==> config.mk <==
export PLATFORM = sky130hd
export DESIGN_NAME = uart_tx_flat
export DESIGN_NICKNAME = d
export VERILOG_FILES = /design/src/rtl/uart_tx_if.sv /design/src/rtl/uart_tx.sv /design/src/flat_wrapper.sv
export SDC_FILE = /design/constraint.sdc
export NUM_CORES = 1
export LEC_CHECK = 0
export CAP_MARGIN = 20
export CORE_MARGIN = 2
export CORE_UTILIZATION = 43
export CTS_BUF_LIST = sky130_fd_sc_hd__clkbuf_16
export DETAILED_ROUTE_END_ITERATION = 8
export PLACE_DENSITY = 0.76
export SETUP_SLACK_MARGIN = 0.05
export SLEW_MARGIN = 20
export SYNTH_ARGS = -nofsm -noshare
export SYNTH_HDL_FRONTEND = slang
export SYNTH_SLANG_ARGS = --single-unit
==> constraint.sdc <==
create_clock -name PCLK -period 3.9 [get_ports PCLK]
set_clock_uncertainty 0.2 [all_clocks]
set_input_delay 1.17 -clock PCLK [delete_from_list [all_inputs] [get_ports PCLK]]
set_output_delay 1.17 -clock PCLK [all_outputs]
set_load 0.01 [all_outputs]
==> src/rtl/uart_tx_if.sv <==
// Byte-in / serial-out signal bundle for uart_tx.
// The master side writes bytes and supplies the baud tick; the slave side is the transmitter.
interface uart_tx_if #(
    parameter int DBits = 8
);
    logic             tx_tick;
    logic             tx_start;
    logic [DBits-1:0] tx_din;
    logic             tx_ready;
    logic             tx;
    logic             tx_busy;
    logic             tx_done;

    modport master (
        output tx_tick, tx_start, tx_din,
        input  tx_ready, tx, tx_busy, tx_done
    );

    modport slave (
        input  tx_tick, tx_start, tx_din,
        output tx_ready, tx, tx_busy, tx_done
    );
endinterface

==> src/rtl/uart_tx.sv <==
// UART transmitter: start bit, DBits data bits LSB first, optional parity, 1..2 stop bits.
// A one-byte holding register lets the next frame follow the current one with no idle tick.
module uart_tx #(
    parameter int DBits      = 8,
    parameter int STOP_BITS  = 1,
    parameter int PARITY_EN  = 0,
    parameter int PARITY_ODD = 0
) (
    input  logic     PCLK,
    input  logic     PRESET,
    uart_tx_if.slave bus
);
    localparam int BW = $clog2(DBits);

    localparam logic [2:0] IDLE   = 3'd0;
    localparam logic [2:0] START  = 3'd1;
    localparam logic [2:0] DATA   = 3'd2;
    localparam logic [2:0] PARITY = 3'd3;
    localparam logic [2:0] STOP   = 3'd4;

    logic [2:0]       state_q, state_d;
    logic [DBits-1:0] hold_q, hold_d;
    logic [DBits-1:0] shreg_q, shreg_d;
    logic             pend_q, pend_d;
    logic             par_q, par_d;
    logic             tx_q, tx_d;
    logic             done_q, done_d;
    logic [BW-1:0]    bitcnt_q, bitcnt_d;
    logic             stopcnt_q, stopcnt_d;
    logic             stop_last;

    assign stop_last = (stopcnt_q == 1'(STOP_BITS - 1));

    always_comb begin
        state_d   = state_q;
        hold_d    = hold_q;
        shreg_d   = shreg_q;
        pend_d    = pend_q;
        par_d     = par_q;
        tx_d      = tx_q;
        done_d    = 1'b0;
        bitcnt_d  = bitcnt_q;
        stopcnt_d = stopcnt_q;

        if (bus.tx_start && !pend_q) begin
            hold_d = bus.tx_din;
            pend_d = 1'b1;
        end

        if (bus.tx_tick) begin
            case (state_q)
                IDLE: tx_d = 1'b1;
                START: begin
                    tx_d     = shreg_q[0];
                    shreg_d  = shreg_q >> 1;
                    bitcnt_d = '0;
                    state_d  = DATA;
                end
                DATA: begin
                    if (bitcnt_q == BW'(DBits - 1)) begin
                        if (PARITY_EN != 0) begin
                            tx_d    = par_q;
                            state_d = PARITY;
                        end else begin
                            tx_d      = 1'b1;
                            stopcnt_d = 1'b0;
                            state_d   = STOP;
                        end
                    end else begin
                        tx_d     = shreg_q[0];
                        shreg_d  = shreg_q >> 1;
                        bitcnt_d = bitcnt_q + 1'b1;
                    end
                end
                PARITY: begin
                    tx_d      = 1'b1;
                    stopcnt_d = 1'b0;
                    state_d   = STOP;
                end
                STOP: begin
                    if (stop_last) begin
                        done_d  = 1'b1;
                        tx_d    = 1'b1;
                        state_d = IDLE;
                    end else begin
                        stopcnt_d = stopcnt_q + 1'b1;
                    end
                end
                default: begin
                    tx_d    = 1'b1;
                    state_d = IDLE;
                end
            endcase

            // A queued byte overrides the IDLE/STOP outcome above so the start bit follows the last stop bit directly.
            if (pend_q && (state_q == IDLE || (state_q == STOP && stop_last))) begin
                tx_d    = 1'b0;
                shreg_d = hold_q;
                par_d   = (^hold_q) ^ (PARITY_ODD != 0);
                pend_d  = 1'b0;
                state_d = START;
            end
        end
    end

    always_ff @(posedge PCLK) begin
        if (PRESET) begin
            state_q   <= IDLE;
            hold_q    <= '0;
            shreg_q   <= '0;
            pend_q    <= 1'b0;
            par_q     <= 1'b0;
            tx_q      <= 1'b1;
            done_q    <= 1'b0;
            bitcnt_q  <= '0;
            stopcnt_q <= 1'b0;
        end else begin
            state_q   <= state_d;
            hold_q    <= hold_d;
            shreg_q   <= shreg_d;
            pend_q    <= pend_d;
            par_q     <= par_d;
            tx_q      <= tx_d;
            done_q    <= done_d;
            bitcnt_q  <= bitcnt_d;
            stopcnt_q <= stopcnt_d;
        end
    end

    assign bus.tx       = tx_q;
    assign bus.tx_done  = done_q;
    assign bus.tx_ready = !pend_q;
    assign bus.tx_busy  = (state_q != IDLE) | pend_q;
endmodule

==> src/flat_wrapper.sv <==
// flat-port wrapper written by rule: the top's interface ports become plain ports
module uart_tx_flat 
#(
    parameter int DBits      = 8,
    parameter int STOP_BITS  = 1,
    parameter int PARITY_EN  = 0,
    parameter int PARITY_ODD = 0
)
  (PCLK, PRESET, bus_tx_tick, bus_tx_start, bus_tx_din, bus_tx_ready, bus_tx, bus_tx_busy, bus_tx_done);
  uart_tx_if #(.DBits(DBits)) bus_i ();
  input  logic PCLK;
  input  logic PRESET;
  input wire logic [$bits(bus_i.tx_tick)-1:0] bus_tx_tick;
  input wire logic [$bits(bus_i.tx_start)-1:0] bus_tx_start;
  input wire logic [$bits(bus_i.tx_din)-1:0] bus_tx_din;
  output wire logic [$bits(bus_i.tx_ready)-1:0] bus_tx_ready;
  output wire logic [$bits(bus_i.tx)-1:0] bus_tx;
  output wire logic [$bits(bus_i.tx_busy)-1:0] bus_tx_busy;
  output wire logic [$bits(bus_i.tx_done)-1:0] bus_tx_done;
  assign bus_i.tx_tick = bus_tx_tick;
  assign bus_i.tx_start = bus_tx_start;
  assign bus_i.tx_din = bus_tx_din;
  assign bus_tx_ready = bus_i.tx_ready;
  assign bus_tx = bus_i.tx;
  assign bus_tx_busy = bus_i.tx_busy;
  assign bus_tx_done = bus_i.tx_done;
  uart_tx #(.DBits(DBits), .STOP_BITS(STOP_BITS), .PARITY_EN(PARITY_EN), .PARITY_ODD(PARITY_ODD)) u_core (.PCLK(PCLK), .PRESET(PRESET), .bus(bus_i));
endmodule
**Word level (Yosys, flattened, before mapping)**

Index checks and enable logic that the tools add are counted.

- Add/subtract/negate cells: 2
- Equal/unequal tests: 11
- Muxes and demuxes: 20
- Bitwise operators: 4
- Reduce and logical (&&, ||, !) cells: 16

Operators by type and width:

| kind | count |
|---|---|
| two-way mux 8 bit | 2 |
| case mux 8 bit (2 select lines) | 1 |
| case mux 3 bit (5 select lines) | 1 |
| two-way mux 3 bit | 4 |
| two-way mux 1 bit | 9 |
| AND reduction 3 bit | 3 |
| nonzero test 3 bit | 3 |
| == test 3 x 2 -> 1 bit (second input constant) | 2 |
| == test 3 bit (second input constant) | 2 |
| != test 3 bit (second input constant) | 2 |
| case mux 1 bit (3 select lines) | 2 |
| case mux 3 bit (2 select lines) | 1 |
| != test 2 bit (second input constant) | 2 |
| AND reduction 4 bit | 1 |
| adder 3 x 1 -> 3 bit (second input constant) | 1 |
| == test 3 x 1 -> 1 bit (second input constant) | 1 |
| logical AND 1 bit | 3 |
| logical NOT 3 bit | 1 |
| != test 3 x 1 -> 1 bit (second input constant) | 1 |
| inverter 1 bit | 3 |
| OR reduction 3 bit | 1 |
| != test 2 x 1 -> 1 bit (second input constant) | 1 |
| AND reduction 2 bit | 1 |
| nonzero test 2 bit | 1 |
| 4 further kinds | 4 |

- Bits in registers: 26
- Output and inout port bits: 4
- Word-level logic and storage cells: 61

**Logic depth before layout (Yosys ltp)**

Gate-level depths: netlist of the first run.

- Depth in word-level cells: 6
- Mapped depth: 5

**Worst setup path before layout of the first run**

OpenSTA, ideal clock, no wires.

- Kind: reg2out
- Start point: register u_core.state_q[0]
- End point: output port bus_tx_busy
- Arrival: 0.916 ns
- Slack: 1.614 ns
- Cell stages (with the launch flop): 5
- Path buffers: 2
- Path through: dfxtp_1 buf_4 clkbuf_1 nor2_1 nand2_1

- Word-level cells in the longest chain between the ends: 2

RTL lines:

| element | line | text |
|---|---|---|
| from (decl) | uart_tx.sv:21 | `logic [2:0] state_q, state_d;` |
| from (signal assigned) | uart_tx.sv:118 | `state_q <= state_d;` |
| nonzero test 3 bit | uart_tx.sv:133 | `assign bus.tx_busy = (state_q != IDLE) \| pend_q;` |
| bitwise OR 1 bit | uart_tx.sv:133 |  |
| to (decl) | flat_wrapper.sv:18 | `output wire logic [$bits(bus_i.tx_busy)-1:0] bus_tx_busy;` |

No other way between the ends.

**Final worst setup path of the first run**

Ends and elaborated chain as after synthesis.

==> results of run 1 <==
-- cells in the final DEF (no fill, tap or decap), types with 2 or more instances in the layout --
cell             count
nor3b_1              2
nand2_1             20
nand2b_1            12
a2111oi_2            7
nor4_1               7
nor2_1               4
ha_1                 2
inv_1                4
mux2i_1              7
nand3_1              5
clkbuf_16            3
o22ai_1              7
dfxtp_1             25
a21oi_1             12
or3b_1               2
nor3b_2              2
clkdlybuf4s50_1     15
nor2b_1              3
o21ai_1              2
o21ai_0              2
-- power by group through the flow --
stage	Clock, W	Combinational, W	Sequential (W)
2_1_floorplan	0	0.0000820	0.000282
3_3_place_gp	0	0.0000971	0.000290
3_5_place_dp	0	0.000100	0.000291
4_1_cts	0.000233	0.000102	0.000285
5_1_grt	0.000241	0.000111	0.000288
6_report	0.000232	0.000102	0.000286
-- cell usage after synthesis (3+ instances only) --
cell type / count
dfxtp_1: 25
nand2_1: 20
a21oi_1: 12
nand2b_1: 12
a2111oi_2: 7
mux2i_1: 7
nor4_1: 7
o22ai_1: 7
clkbuf_1: 5
nand3_1: 5
inv_1: 4
nor2_1: 4
buf_2: 3
buf_6: 3
nor2b_1: 3
-- worst reg2reg max path, cell delays in order, from the launching register on --
cell	delay (ns)
dfxtp_1	0.32
ha_1	0.20
ha_1	0.25
nor3b_2	0.54
nor4_1	0.17
a2111oi_2	0.41
-- cell type report --
class / count / area, um2 / share of cell area
multi-input combinational: 109 / 772.0 / 0.4885
sequential: 25 / 500.5 / 0.3167
timing repair buffer: 16 / 157.7 / 0.09976
clock buffer: 3 / 75.07 / 0.04751
tap: 44 / 55.05 / 0.03484
inverter: 4 / 15.01 / 0.009501
clock inverter: 1 / 5.005 / 0.003167
-- per-layer routing --
layer  up-vias  part of all wire  global-route usage  routed length (um)
met5         -                 0                   0                   0
met2        32              0.47              0.2702                1327
met4         0             0.023             0.09206                  66
met1       536              0.46              0.2385                1304
li1        574                 -                   -                   -
met3         8             0.049             0.03198                 138
-- metrics by stage --
stage / hold slack, ns / utilization
after floorplan: 0.2357 / -
after global placement: 0.2487 / 0.4955
after detailed placement: 0.2562 / 0.4955
after CTS: 0.2652 / 0.5219
after global routing: 0.2856 / 0.5219
final: 0.2639 / 0.5219
-- final timing paths --
check / from / endpoint / cells after the start
setup reg to reg: u_core.bitcnt_q[0]$_SDFFE_PP0P_ / u_core.shreg_q[5]$_SDFFE_PP0P_ / 5
setup / recovery: u_core.state_q[0]$_SDFFE_PP0P_ / bus_tx_busy / 3
hold / removal: u_core.hold_q[2]$_SDFFE_PP0P_ / u_core.hold_q[2]$_SDFFE_PP0P_ / 2
hold reg to reg: u_core.hold_q[2]$_SDFFE_PP0P_ / u_core.hold_q[2]$_SDFFE_PP0P_ / 2
-- flip-flops by register name, summed over array words and instances (netlist names) --
name,flops
u_core.bitcnt_q,3
u_core.hold_q,8
u_core.bus.tx,1
u_core.bus.tx_done,1
u_core.pend_q,1
u_core.state_q,3
u_core.shreg_q,8
-- cell families (layout without fill, tap and decap cells) --
| family | count (synthesis) | in the layout | share of synthesized area |
|---|---|---|---|
| compound gates | 39 | 39 | 0.2354 |
| fa+ha+maj | 2 | 2 | 0.01831 |
| buf+inv | 17 | 24 | 0.06867 |
| flops | 25 | 25 | 0.3663 |
| mux | 7 | 7 | 0.05128 |
| simple gates | 61 | 61 | 0.2601 |
==> flow_summary_export.csv, run 1 <==
group,metric,value,unit
outcome,status,"complete, no violations",
yosys,synth.distinct_cells,36,
timing,setup_slack,0.5683,ns
critical_path,required,2.53,ns
placed_design,dp_hpwl,1880,um
critical_path,reg2reg_slack,1.70,ns
clock_network,cts_hold_buf,0,
critical_path,cpPeakStageDelay,0.89,ns
global_route,grt_max_degree,29,
timing,maxSlewViolCount,0,
power_and_ir_drop,leakagePower,0.5564,nW
global_route,grt_first_pass_wirelength,4843,um
power_and_ir_drop,ir_worst_vdd,0.0002308,V
floorplan,die_h,60.37,um
floorplan,initial_core_util,0.4512,
clock_network,cts.sinks,25,
yosys,ys.flop_type,"dfxtp_1",
timing,max_slew.worst_pin.slew,0.8765,ns
yosys,synth_edf_count,0,
clock_network,clk_path_buf_depth,2,
detailed_routing,drc,0,
floorplan,die_w,60.37,um
layout,n_antenna_cell,0,
yosys,synth_top_area_share,0.3663,
global_route,antenna_found_initial,0,
layout,finalInstanceArea,1580,um2
power_and_ir_drop,p_per_area,391.9,nW/um2
yosys,ys_warn_count,0,
critical_path,cp_cell_sequence,"nor2_1, nand2_1, clkdlybuf4s50_1",
layout,nFillCells,284,
yosys,yosysSeqAreaShare,0.3663,
power_and_ir_drop,p_sw,0.0001609,W
clock_network,post_cts_buffers,0,
detailed_routing,vias_per_cell,5.693,
critical_path,crit_path_top_delay_cell,"dfxtp_1",
clock_network,cts_tree,"built",
timing,setup_viol,0,
timing,rsz0062_at_grt,"no",
layout,final_cells,202,
yosys,syn_area_per_cell,9.048,um2
clock_network,numCtsBuffers,3,
power_and_ir_drop,p_int,0.0004585,W
detailed_routing,antenna_left,0,
timing,timing.setup.tns,0,ns
timing,fmax,0.3001,GHz
timing,fin_crit_sh,0.8543,
power_and_ir_drop,clockPowerShare,0.374,
placed_design,placed_area,1500,um2
clock_network,clk_pin_slew,0.07,ns
critical_path,start_kind,"register",
worst_hold_path,hold_class,"register to register",
power_and_ir_drop,switching_share,0.2598,
clock_network,post_cts_resized,0,
yosys,synth-seq-cells,25,
placed_design,portBuffers,15,
global_route,grt.overflow.total,0,
floorplan,ioPinCount,16,
floorplan,dieArea,3645,um2
timing,slew_headroom,0.4148,
floorplan,coreArea,3028,um2
detailed_routing,wl_per_cell,14.04,um
clock_network,clock-root-buffer,"clkbuf_16",
power_and_ir_drop,comb_power_share,0.165,
yosys,synth_nets,165,
detailed_routing,vias,1150,
yosys,async_reset_ff_frac,0,
clock_network,h-tree-depth,1,
yosys,postSynthCellCount,151,
detailed_routing,dr.pass1.iters,4,
placed_design,gp_congestion,0.7821,
floorplan,rows,20,
detailed_routing,drtIter0Drc,30,
critical_path,cpLargestDelayFamily,"flip-flops",
layout,final_layout_size_suffix_gt1_frac,0.1139,
timing,hold_viol_final,0,
yosys,synth_area_leaders,"dfxtp_1 (37%), a2111oi_2 (7.7%), nand2_1 (5.5%), nand2b_1 (5.5%), mux2i_1 (5.1%)",
timing,post-route-min-period,3.332,ns
critical_path,path_buf_inv,1,
yosys,synth_top_area_cell,"dfxtp_1",
layout,fin_nets,173,
global_route,grt_pass1_vias,1015,
detailed_routing,wl,2836,um
critical_path,worstSetupEndpointType,"output port",
layout,areaGrowthSynthToFinish,15.66,%
global_route,grt_usage,0.1768,
clock_network,clkLatencyLatePin,0.26,ns
power_and_ir_drop,power,0.0006194,W
yosys,synthesis.area,1366,um2
critical_path,worstSetupPathType,"register to output port",
job,cap_violations,0,
critical_path,critical_path.max_fanout,28,
critical_path,crit_arrival,1.96,ns
power_and_ir_drop,pwr-share-seq,0.461,
placed_design,dp_slack,0.7611,ns
placed_design,placed_cells,198,
Power figures use the tool's default switching activity.
==> run 2, diff against run 1 <==
CORE_UTILIZATION = 59   (was 43)
PLACE_DENSITY = 0.95   (was 0.76)
SKIP_LAST_GASP = 1   (was unset)
==> flow_summary_export.csv, run 2 (same netlist as run 1, synthesis figures left out) <==
group,metric,value,unit
clock_network,cts_tree,"built",
layout,finalInstanceArea,1560,um2
worst_hold_path,hold_class,"register to register",
power_and_ir_drop,p_per_area,395.4,nW/um2
floorplan,initial_core_util,0.6236,
layout,mostFrequentLayoutCells,"dfxtp_1 (25), nand2_1 (20), clkdlybuf4s50_1 (15)",
layout,areaGrowthSynthToFinish,14.19,%
clock_network,clk_pin_slew,0.06,ns
floorplan,rows,17,
critical_path,reg2reg_slack,1.67,ns
clock_network,cts_hold_buf,0,
layout,layout_commonest_cell,"dfxtp_1",
timing,hold_viol_final,0,
layout,n_antenna_cell,0,
critical_path,timing.rr.end,"u_core.shreg_q[0]$_SDFFE_PP0P_",
global_route,grt_first_pass_wirelength,5023,um
timing,setup_slack,0.5331,ns
job,cap_violations,0,
timing,max_slew.worst_pin.slew,0.9137,ns
timing,hold_ws,0.2605,ns
global_route,grt_pass1_vias,1168,
clock_network,clock-root-buffer,"clkbuf_16",
detailed_routing,vias_per_cell,6.403,
critical_path,rr_worst_depth,3,
layout,final_layout_size_suffix_gt1_frac,0.1139,
critical_path,crit_path_top_delay_cell,"dfxtp_1",
floorplan,coreArea,2191,um2
placed_design,gp_congestion,0.8343,
critical_path,timing.critical_path.to,"bus_tx_busy",
clock_network,cts.sinks,25,
timing,maxSlewViolCount,0,
global_route,grt_usage,0.2502,
clock_network,post_cts_buffers,0,
floorplan,die_h,52.12,um
floorplan,die_w,52.12,um
critical_path,rr_startpoint,"u_core.state_q[0]$_SDFFE_PP0P_",
power_and_ir_drop,ir_worst_vdd,0.0003039,V
critical_path,crit_arrival,2.00,ns
detailed_routing,drtIter0Drc,24,
detailed_routing,wl,3005,um
layout,nFillCells,161,
floorplan,ioPinCount,16,
timing,rsz0062_at_grt,"no",
detailed_routing,drc,0,
layout,fin_nets,173,
placed_design,portBuffers,15,
critical_path,worstSetupPathType,"register to output port",
timing,setup_viol,0,
detailed_routing,antenna_left,0,
critical_path,start_kind,"register",
timing,fin_crit_sh,0.8633,
clock_network,post_cts_resized,0,
detailed_routing,dr.pass1.iters,4,
clock_network,clkLatencyLatePin,0.26,ns
timing,slew_headroom,0.3900,
critical_path,worstSetupEndpointType,"output port",
placed_design,dp_slack,0.7247,ns
critical_path,required,2.53,ns
placed_design,placed_area,1480,um2
placed_design,dp_hpwl,1953,um
outcome,status,"complete, no violations",
global_route,grt.overflow.total,0,
clock_network,numCtsBuffers,3,
critical_path,cpPeakStageDelay,0.92,ns
layout,top_regs,"u_core.hold_q: 8 flops, u_core.shreg_q: 8 flops",
critical_path,critical_path.max_fanout,28,
timing,post-route-min-period,3.367,ns
timing,timing.setup.tns,0,ns
global_route,antenna_found_initial,0,
detailed_routing,vias,1191,
clock_network,clk_path_buf_depth,2,
power_and_ir_drop,leakagePower,0.5564,nW
floorplan,dieArea,2716,um2
critical_path,cp_cell_sequence,"nor2_1, nand2_1, clkdlybuf4s50_1",
timing,fmax,0.2970,GHz
critical_path,critPathLaunch,"u_core.state_q[0]$_SDFFE_PP0P_",
global_route,grt_max_degree,29,
detailed_routing,wl_per_cell,16.16,um
clock_network,h-tree-depth,1,
-- run 2: critical path: cells and delay by family (launching register included) --
kind / cells / cell delay (ns)
simple gates: 2 / 0.29
buf+inv: 1 / 0.53
flops: 1 / 0.92
-- run 2: metal layers --
metal / GRT usage / part of all wire
met2: 0.4030 / 0.47
met1: 0.2847 / 0.42
met5: 0 / 0
met4: 0.1754 / 0.049
met3: 0.06609 / 0.062
-- run 2: layout make-up --
type / instances / area (um2) / share of cell area
Clock buffer: 3 / 75.07 / 0.04812
Timing Repair Buffer: 16 / 157.7 / 0.1010
Multi-Input combinational cell: 109 / 772.0 / 0.4948
Clock inverter: 1 / 5.005 / 0.003208
Inverter: 4 / 15.01 / 0.009623
Sequential cell: 25 / 500.5 / 0.3208
Tap cell: 28 / 35.03 / 0.02245
-- run 2: through the flow --
step	std cells	total power (W)	utilization
floorplan	151	0.0003642	-
global placement	182	0.0003859	0.6756
detailed placement	182	0.0003905	0.6756
CTS	186	0.0006146	0.7122
global route	186	0.0006335	0.7122
finish	186	0.0006169	0.7122
-- run 2: how the worst min path moves through the flow --
stage                                        from                       endpoint  slack (ns)  cells past startpoint
finish              u_core.hold_q[4]$_SDFFE_PP0P_  u_core.hold_q[4]$_SDFFE_PP0P_        0.26                      2
global route        u_core.hold_q[4]$_SDFFE_PP0P_  u_core.hold_q[4]$_SDFFE_PP0P_        0.27                      2
CTS                 u_core.hold_q[4]$_SDFFE_PP0P_  u_core.hold_q[4]$_SDFFE_PP0P_        0.26                      2
detailed placement  u_core.hold_q[4]$_SDFFE_PP0P_  u_core.hold_q[4]$_SDFFE_PP0P_        0.25                      2
global placement    u_core.hold_q[6]$_SDFFE_PP0P_  u_core.hold_q[6]$_SDFFE_PP0P_        0.25                      2
floorplan           u_core.hold_q[0]$_SDFFE_PP0P_  u_core.hold_q[0]$_SDFFE_PP0P_        0.24                      2
-- run 2: power breakdown --
part | internal [W] | total (W) | switching [W]
Combinational | 0.0000511 | 0.000102 | 0.0000505
Sequential | 0.000269 | 0.000286 | 0.0000172
Clock | 0.000138 | 0.000229 | 0.0000908
Total | 0.000458 | 0.000617 | 0.000158
==> run 3, diff against run 2 <==
ABC_CLOCK_PERIOD_IN_PS = 3900   (was unset)
==> results of run 3 <==
No change in the layout: final DEF, timing and power equal those of run 2.
